**config.mk**
```make
export PLATFORM = sky130hd
export DESIGN_NAME = nco_quad_lut
export DESIGN_NICKNAME = d
export VERILOG_FILES = /design/src/rtl/nco_quad_lut.sv
export SDC_FILE = /design/constraint.sdc
export NUM_CORES = 1
export LEC_CHECK = 0
export BUFFER_PORTS_ARGS = -buffer_cell sky130_fd_sc_hd__buf_2
export CORE_MARGIN = 2
export CORE_UTILIZATION = 40
export DETAILED_ROUTE_END_ITERATION = 10
export HOLD_SLACK_MARGIN = 0.12
export PLACE_DENSITY = 0.57
export SYNTH_ARGS = -nofsm -noshare
export SYNTH_HDL_FRONTEND = slang
export SYNTH_SLANG_ARGS = --single-unit
```
**constraint.sdc**
```tcl
create_clock -name CLK -period 4.79 [get_ports CLK]
set_input_delay 0.7185 -clock CLK [delete_from_list [all_inputs] [get_ports CLK]]
set_output_delay 0.7185 -clock CLK [all_outputs]
set_load 0.05 [all_outputs]
```
**src/rtl/nco_quad_lut.sv**
```systemverilog
// nco_quad_lut - quadrature NCO with a quarter-wave sine ROM.
//
// A PHASE_BITS accumulator advances by the current increment whenever
// `enable` is high. Its top LUT_BITS bits, after adding a static phase
// offset, address a quarter-wave magnitude table. Quadrant folding yields
// signed sine and cosine samples three cycles after the phase register.
// A new increment is accepted through a valid/ready handshake. It only
// takes effect when the accumulator wraps, so retuning keeps the phase
// continuous.
//
// Ports
//   CLK, RST     clock, asynchronous active-high reset
//   enable       advance the accumulator this cycle
//   inc_data     requested phase increment
//   inc_valid    inc_data is valid
//   inc_ready    an increment can be accepted
//   phase_ofs    static phase offset, added before lookup
//   sin, cos     signed OUT_BITS samples
//   out_valid    sin/cos belong to an enabled accumulator step
//   dbg_state_o  retune FSM state (0 = IDLE, 1 = PEND)
//   dbg_phase_o  accumulator value
//
// Handshake: a transfer happens on a rising CLK edge where inc_valid and
// inc_ready are both high. inc_ready is a register. It is high only in IDLE
// and never depends combinationally on inc_valid. inc_data must be stable
// while inc_valid is high.
//
// Build option: define NCO_DITHER_EN to add a 16-bit LFSR phase dither
// before truncation. Latency is unchanged.
//
// The ROM contents are computed at elaboration from
// T[i] = round((2^(OUT_BITS-1)-1) * sin(2*pi*(i+0.5)/2^LUT_BITS)),
// so no external memory image is required.

module nco_quad_lut #(
  parameter int PHASE_BITS = 26,
  parameter int LUT_BITS   = 8,
  parameter int OUT_BITS   = 8
) (
  input  logic                       CLK,
  input  logic                       RST,
  input  logic                       enable,
  input  logic [PHASE_BITS-1:0]      inc_data,
  input  logic                       inc_valid,
  output logic                       inc_ready,
  input  logic [PHASE_BITS-1:0]      phase_ofs,
  output logic signed [OUT_BITS-1:0] sin,
  output logic signed [OUT_BITS-1:0] cos,
  output logic                       out_valid,
  output logic                       dbg_state_o,
  output logic [PHASE_BITS-1:0]      dbg_phase_o
);

  localparam int DEPTH = 1 << (LUT_BITS - 2);
  localparam int KW    = LUT_BITS - 2;

  // Fixed-point sine on a 2^30 scale, using a Taylor series up to x^13.
  // The argument never exceeds pi/2, so the truncation error stays far
  // below one output LSB.
  function automatic logic [OUT_BITS-2:0] rom_entry(input int i);
    longint x, x2, term, acc, amp, r;
    x    = (64'sd3373259426 * longint'(2 * i + 1)) >>> LUT_BITS;
    x2   = (x * x) >>> 30;
    term = x;
    acc  = x;
    for (int n = 1; n <= 6; n++) begin
      term = -(((term * x2) >>> 30) / longint'((2 * n) * (2 * n + 1)));
      acc  = acc + term;
    end
    amp = (longint'(1) << (OUT_BITS - 1)) - 1;
    r   = (acc * amp + (longint'(1) << 29)) >>> 30;
    return r[OUT_BITS-2:0];
  endfunction

  logic [OUT_BITS-2:0] rom [DEPTH];

  for (genvar g = 0; g < DEPTH; g++) begin : g_rom
    localparam logic [OUT_BITS-2:0] VAL = rom_entry(g);
    assign rom[g] = VAL;
  end

  // ---------------------------------------------------------------
  // Accumulator and retune FSM
  // ---------------------------------------------------------------
  typedef enum logic {IDLE = 1'b0, PEND = 1'b1} state_t;

  state_t                state_q, state_d;
  logic [PHASE_BITS-1:0] phase_q, phase_d;
  logic [PHASE_BITS-1:0] inc_cur_q, inc_cur_d;
  logic [PHASE_BITS-1:0] inc_pend_q, inc_pend_d;
  logic                  inc_ready_q;
  logic [PHASE_BITS:0]   phase_sum;
  logic                  wrap;
  logic                  accept;
  logic                  commit;

  always_comb begin
    phase_sum = {1'b0, phase_q} + {1'b0, inc_cur_q};
    wrap      = enable & phase_sum[PHASE_BITS];
    phase_d   = enable ? phase_sum[PHASE_BITS-1:0] : phase_q;
  end

  always_comb begin
    state_d    = state_q;
    inc_cur_d  = inc_cur_q;
    inc_pend_d = inc_pend_q;
    accept     = 1'b0;
    commit     = 1'b0;
    case (state_q)
      IDLE: begin
        accept = inc_valid & inc_ready_q;
        if (accept) begin
          inc_pend_d = inc_data;
          state_d    = PEND;
        end
      end
      PEND: begin
        // With a zero increment the accumulator never wraps, so the
        // pending value commits right away instead of stalling forever.
        commit = wrap | (inc_cur_q == '0);
        if (commit) begin
          inc_cur_d = inc_pend_q;
          state_d   = IDLE;
        end
      end
      default: state_d = IDLE;
    endcase
  end

  always_ff @(posedge CLK or posedge RST) begin
    if (RST) begin
      state_q     <= IDLE;
      phase_q     <= '0;
      inc_cur_q   <= '0;
      inc_pend_q  <= '0;
      inc_ready_q <= 1'b0;
    end else begin
      state_q     <= state_d;
      phase_q     <= phase_d;
      inc_cur_q   <= inc_cur_d;
      inc_pend_q  <= inc_pend_d;
      // Registered so that it stays low through reset and rises on the
      // first edge after release.
      inc_ready_q <= (state_d == IDLE);
    end
  end

  // ---------------------------------------------------------------
  // Optional dither source
  // ---------------------------------------------------------------
  logic [PHASE_BITS-1:0] dith;

`ifdef NCO_DITHER_EN
  // Mask keeping the low PHASE_BITS-LUT_BITS bits of the zero-padded LFSR.
  localparam logic [PHASE_BITS+15:0] DMASK =
    {{16{1'b0}}, {PHASE_BITS{1'b1}}} >> LUT_BITS;

  logic [15:0]            lfsr_q;
  logic [PHASE_BITS+15:0] lfsr_ext;

  always_ff @(posedge CLK or posedge RST) begin
    if (RST) lfsr_q <= 16'hACE1;
    else     lfsr_q <= {lfsr_q[14:0], lfsr_q[15] ^ lfsr_q[13] ^ lfsr_q[12] ^ lfsr_q[10]};
  end

  always_comb begin
    lfsr_ext = {{PHASE_BITS{1'b0}}, lfsr_q};
    dith     = PHASE_BITS'(lfsr_ext & DMASK);
  end
`else
  assign dith = '0;
`endif

  // ---------------------------------------------------------------
  // Lookup pipeline: S1 fold, S2 ROM read, S3 sign
  // ---------------------------------------------------------------
  logic [PHASE_BITS-1:0] s1_sum;
  logic [LUT_BITS-1:0]   s1_p;
  logic [1:0]            s1_qs, s1_qc;
  logic [KW-1:0]         s1_k;
  logic [KW-1:0]         idx_s_d, idx_c_d;

  always_comb begin
    s1_sum  = phase_q + phase_ofs + dith;
    s1_p    = LUT_BITS'(s1_sum >> (PHASE_BITS - LUT_BITS));
    s1_qs   = s1_p[LUT_BITS-1 -: 2];
    s1_qc   = s1_qs + 2'd1;
    s1_k    = s1_p[KW-1:0];
    // Odd quadrants read the table backwards.
    idx_s_d = s1_qs[0] ? ~s1_k : s1_k;
    idx_c_d = s1_qc[0] ? ~s1_k : s1_k;
  end

  logic [KW-1:0]       idx_s_q, idx_c_q;
  logic                neg_s1_q, neg_c1_q;
  logic [OUT_BITS-2:0] mag_s_q, mag_c_q;
  logic                neg_s2_q, neg_c2_q;
  logic [OUT_BITS-1:0] sin_d, cos_d;
  logic [OUT_BITS-1:0] sin_q, cos_q;
  logic                en1_q, en2_q, out_valid_q;

  // The magnitude is at most 2^(OUT_BITS-1)-1, so negation cannot overflow.
  always_comb begin
    sin_d = neg_s2_q ? -{1'b0, mag_s_q} : {1'b0, mag_s_q};
    cos_d = neg_c2_q ? -{1'b0, mag_c_q} : {1'b0, mag_c_q};
  end

  always_ff @(posedge CLK or posedge RST) begin
    if (RST) begin
      idx_s_q     <= '0;
      idx_c_q     <= '0;
      neg_s1_q    <= 1'b0;
      neg_c1_q    <= 1'b0;
      mag_s_q     <= '0;
      mag_c_q     <= '0;
      neg_s2_q    <= 1'b0;
      neg_c2_q    <= 1'b0;
      sin_q       <= '0;
      cos_q       <= '0;
      en1_q       <= 1'b0;
      en2_q       <= 1'b0;
      out_valid_q <= 1'b0;
    end else begin
      idx_s_q     <= idx_s_d;
      idx_c_q     <= idx_c_d;
      neg_s1_q    <= s1_qs[1];
      neg_c1_q    <= s1_qc[1];
      mag_s_q     <= rom[idx_s_q];
      mag_c_q     <= rom[idx_c_q];
      neg_s2_q    <= neg_s1_q;
      neg_c2_q    <= neg_c1_q;
      sin_q       <= sin_d;
      cos_q       <= cos_d;
      en1_q       <= enable;
      en2_q       <= en1_q;
      out_valid_q <= en2_q;
    end
  end

  assign inc_ready   = inc_ready_q;
  assign sin         = sin_q;
  assign cos         = cos_q;
  assign out_valid   = out_valid_q;
  assign dbg_state_o = (state_q == PEND);
  assign dbg_phase_o = phase_q;

endmodule

```
* Word-level counts from Yosys, hierarchy flattened
Memories as Yosys holds them, arrays and structs flattened. A register that Yosys moved wholly into a read port is not among the register bits. Cells that the tools add are included.
Cells by class: add/sub/neg operators 5, muxes and demuxes 7, bitwise operators 8, reduce and logical (&&, ||, !) cells 3
Operator list (number):
- 26-bit by 26-bit adder with 27-bit output | 1
- 26-bit adder | 1
- 26-bit logical NOT | 1
- 8-bit two-way mux | 2
- 7-bit negator with 8-bit output | 2
- 6-bit NOT with 7-bit output | 2
- 6-bit two-way mux | 2
- 6-bit NOT | 1
- 2-bit AND reduction | 2
- 2-bit by 1-bit adder with 2-bit output, second input constant | 1
- 1-bit bitwise AND | 2
- 1-bit two-way mux | 2
- 1-bit NOT | 2
- 1-bit one-hot mux with 2 select lines | 1
- 1-bit OR | 1
Word-level totals: bits in registers 115, bits in read-only memories 896, input bits 56, output and inout port bits 45, logic and storage cells 41, memories 2
Memories:
- (name not given) | depth 64, width 7, rd ports 1, clocked after Yosys merged registers in 1, wr ports 0, line 229 | mag_c_q <= rom[idx_c_q];
- (name not given) | depth 64, width 7, rd ports 1, clocked after Yosys merged registers in 1, wr ports 0, line 228 | mag_s_q <= rom[idx_s_q];

* Logic depth before layout (Yosys ltp)
word-level depth 6, gate-level depth with buffers 12

* Least setup slack after synthesis
OpenSTA, ideal clock, no wires.
path type flip-flop to flip-flop, start point register phase_q[0] (netlist: dbg_phase_o[0]), end point register inc_cur_q[11], library setup time 0.127 ns, arrival time 3.152 ns, required time 4.663 ns, path slack 1.510 ns, cell stages (with the launch flop) 13, path buffers 1, clock period less this slack 3.280 ns, cell sequence dfrtp_1 ha_1 inv_1 fa_1 nor2b_1 o31a_2 o32a_2 a21oi_2 o31a_2 o31ai_4 nand2_2 buf_6 mux2_1
Between the ends: word-level cells in the longest chain between the ends 4
RTL lines:
- start: declaration | line 88 | logic [PHASE_BITS-1:0] phase_q, phase_d;
- start signal: assignment | line 139 | phase_q <= phase_d;
- 26-bit by 26-bit adder with 27-bit output | line 98 | phase_sum = {1'b0, phase_q} + {1'b0, inc_cur_q};
- 1-bit bitwise AND | line 99 | wrap = enable & phase_sum[PHASE_BITS];
- 1-bit OR | line 120 | commit = wrap | (inc_cur_q == '0);
- 2-bit AND reduction (no source line)
- end signal: assignment | line 140 | inc_cur_q <= inc_cur_d;
- end: declaration | line 89 | logic [PHASE_BITS-1:0] inc_cur_q, inc_cur_d;
Every way passes these cells. A chain may end at the register's enable or synchronous reset.

* Worst setup path after layout
start point register phase_q[0] (netlist: dbg_phase_o[0]), end point register inc_cur_q[14]
The elaborated chain is that of the path after synthesis.

==> results.md <==
* Outcome: finished clean
* Vias in the first global route at 5861
* Sequential share of the synthesized area at 41.5%
* Total Wirelength at 17700 µm
* Max clock buf depth at 2
* Req. time, crit path at 5.09 ns
* Register clock-pin slew on the reported worst setup and hold paths at 0.06 ns
* Final min period at 3.32 ns
* Global placer's final weighted congestion at 0.854
* Final hold vios at 0
* Area grow syn2layout at 17.4%
* TritonCTS clock tree: done
* Initial antenna violation count at 0
* Routed vias/inst at 5.27
* Worst path max stage delay at 0.43 ns
* Post-CTS sizing at 0
* Crit path launch: dbg_phase_o[0]$_DFFE_PP0P_
* Worst Max-Slew Pin Slew at 0.784 ns
* Syn_area_per_cell at 10.2 µm²
* Router iterations before antenna repair at 4
* CTS root buf: clkbuf_16
* Die area at 20600 µm²
* Fill count at 1860
* Final Slew Violations at 0
* Crit path max-delay family: compound AO/OA/AOI/OAI gates
* Unrepaired setup endpoints after global routing: false
* Largest net degree at the start of global routing at 50
* Async S/R FF share, synth at 100%
* Arr. time, crit path at 3.61 ns
* Yosys cell types at 67
* Die H at 143 µm
* Starting Density at 40.4%
* CTS sink count at 129
* FMAX at 302 MHz
* Final setup violation count at 0
* CTS Buf Count at 17
* Hold Crit Class: flip-flop to flip-flop
* Slew HR at 47.8%
* Post-DP HPWL at 13200 µm
* Final net count at 979
* Share of layout cells above drive strength 1 at 24.8%
* Kind of critical path: flip-flop to flip-flop
* WL/cell at 15.6 µm
* # rows at 51
* EDFF count, synth at 0
* DIE WIDTH at 143 µm
* Clk_skew at 0.0113 ns
* FF+latch count, synth at 129
* Post-CTS Setup Inserts at 0
* Ys Warns at 0
* Syn Inst Count at 761
* GRT overflow at 0
* Inserted Diodes at 0
* Period utilization at 69.2%
* Antenna-violating nets left at 0
* Vias at 5974
* Crit-path max FO at 24
* Max Cap Viol at 0
* Top cell by count, worst path: o31a_2
* Total Routing Usage GR at 18.2%
* Post-synth top flop: dfrtp_1
* Cts hold-fix bufs at 0
* Mapped cell area at 7780 µm²
* CP Launch Type: flip-flop
* Clk Latency, worst-skew pair at 0.42 ns
* Worst-path cell chain: ha_1, inv_1, fa_1, nor2b_1, o31a_2, o32a_2, a21oi_2, o31a_2, o31ai_4, nand2_2, mux2_1
* Number of top-level pins at 101
* DR DRC count at 0
* Min-Delay Startpoint: en2_q$_DFF_PP0_
* CP bufs+invs at 1
* First-pass GRT wire length at 29300 µm
* Port Buffer Count at 100
* Worst path slowest cell: mux2_1
* Critical Path End Type: flip-flop
* Syn Nets at 884
* H-tree depth at 4
* Core Area at 19300 µm²
* Worst r2r src: dbg_phase_o[0]$_DFFE_PP0P_
* DRT iter0 DRCs at 241
* Setup Total Neg Slack at 0 ns
-- synthesized netlist by cell type, types with 3 or more instances --
library cell	number	area share (%)
a211o_1	5	0.56
a211oi_1	4	0.39
a21o_1	12	1.2
a21oi_1	57	3.7
a31oi_1	3	0.24
and3_1	3	0.24
clkbuf_1	24	1.2
dfrtp_1	129	42
ha_1	66	11
inv_1	24	1.2
mux2_1	3	0.43
mux2_2	64	9.3
mux2i_1	5	0.64
nand2_1	57	2.8
nand2b_1	8	0.64
nand3_1	18	1.2
nand3b_1	3	0.29
nand4_1	13	1.0
nor2_1	49	2.4
nor2b_1	10	0.80
nor3_1	12	0.77
nor4_1	9	0.72
o211ai_1	9	0.87
o21a_1	6	0.58
o21ai_0	53	3.4
o21bai_1	4	0.39
o221ai_1	3	0.34
o311ai_0	3	0.34
o31a_2	3	0.39
xnor2_1	39	4.4
xor2_1	15	1.7
-- metrics by stage --
| step | worst slack [ns] | area, µm² | std cells | hold slack, ns | utilization [%] |
|---|---|---|---|---|---|
| 6_report | 1.47 | 9130 | 1133 | 0.350 | 47.4 |
| 2_1_floorplan | 0.631 | 7780 | 761 | 0.331 | - |
| 3_3_place_gp | 1.44 | 8520 | 1102 | 0.333 | 44.2 |
| 3_5_place_dp | 1.42 | 8520 | 1102 | 0.337 | 44.2 |
| 4_1_cts | 1.43 | 9130 | 1133 | 0.350 | 47.4 |
| 5_1_grt | 1.24 | 9130 | 1133 | 0.368 | 47.4 |
-- layout make-up --
type                            count  area [µm²]  area share [%]
Clock buffer                       19         453            4.96
Clock inverter                     12         159            1.74
Inverter                           26         100            1.10
Multi-Input combinational cell    578        4330            47.4
Sequential cell                   129        3230            35.3
Tap cell                          265         332            3.63
Timing Repair Buffer              104         531            5.81
-- per-layer routing --
layer	GRT usage (%)	part of all wire (%)
met2	31.6	50
met5	0	0
met4	7.02	2.5
met3	3.60	3.2
met1	22.3	44
-- kinds of logic after synthesis --
kind of cell	Yosys count	share of synthesized area, %
XOR/XNOR	55	6.44
multiplexers	73	10.6
flip-flops	129	41.5
AO/OA/AOI/OAI	191	16.0
adder cells (fa/ha/maj)	67	10.9
AND/OR/NAND/NOR	192	11.7
buffers and inverters	54	2.82
-- final timing paths --
| check | slack (ns) | endpoint | cells past startpoint |
|---|---|---|---|
| worst min-delay path | 0.35 | out_valid$_DFF_PP0_ | 0 |
| worst max-delay path | 1.47 | inc_cur_q[14]$_DFFE_PP0P_ | 11 |
| max in group asynchronous | 3.42 | sin[5]$_DFF_PP0_ | 3 |
| worst min register to register | 0.35 | out_valid$_DFF_PP0_ | 0 |
| worst max register to register | 1.47 | inc_cur_q[14]$_DFFE_PP0P_ | 11 |
| min in group asynchronous | 0.38 | dbg_phase_o[23]$_DFFE_PP0P_ | 2 |
-- registers in the layout (all words and copies together), names as in the netlist --
name,count
idx_s_q,6
inc_cur_q,26
en2_q,1
inc_ready,1
inc_pend_q,26
out_valid,1
en1_q,1
neg_c2_q,1
neg_s1_q,1
neg_c1_q,1
neg_s2_q,1
cos,8
dbg_state_o,1
sin,8
mag_c_q,7
mag_s_q,7
dbg_phase_o,26
idx_c_q,6
-- placed cells by master (no fill, tap or decap), drive strengths merged, types with 3 or more instances in the layout --
cell and instances:
mux2i 5, clkbuf 19, a31oi 3, o221ai 3, o21ai 54, nor2b 10
nand3b 3, inv 25, nand2b 8, o211ai 9, dfrtp 129, o21bai 4
xnor2 40, nand2 58, nand3 18, a211o 5, o31ai 3, o311ai 3
nor4 9, and3 3, nor2 49, a211oi 4, nand4 13, a21oi 59
a21o 12, clkinv 8, o31a 5, xor2 15, bufinv 3, o21a 6
nor3 12, buf 104, mux2 67, ha 66
Power is left out: the tool's default activity adds up to more than one toggle a clock period on the data nets, which glitch-free logic cannot reach.
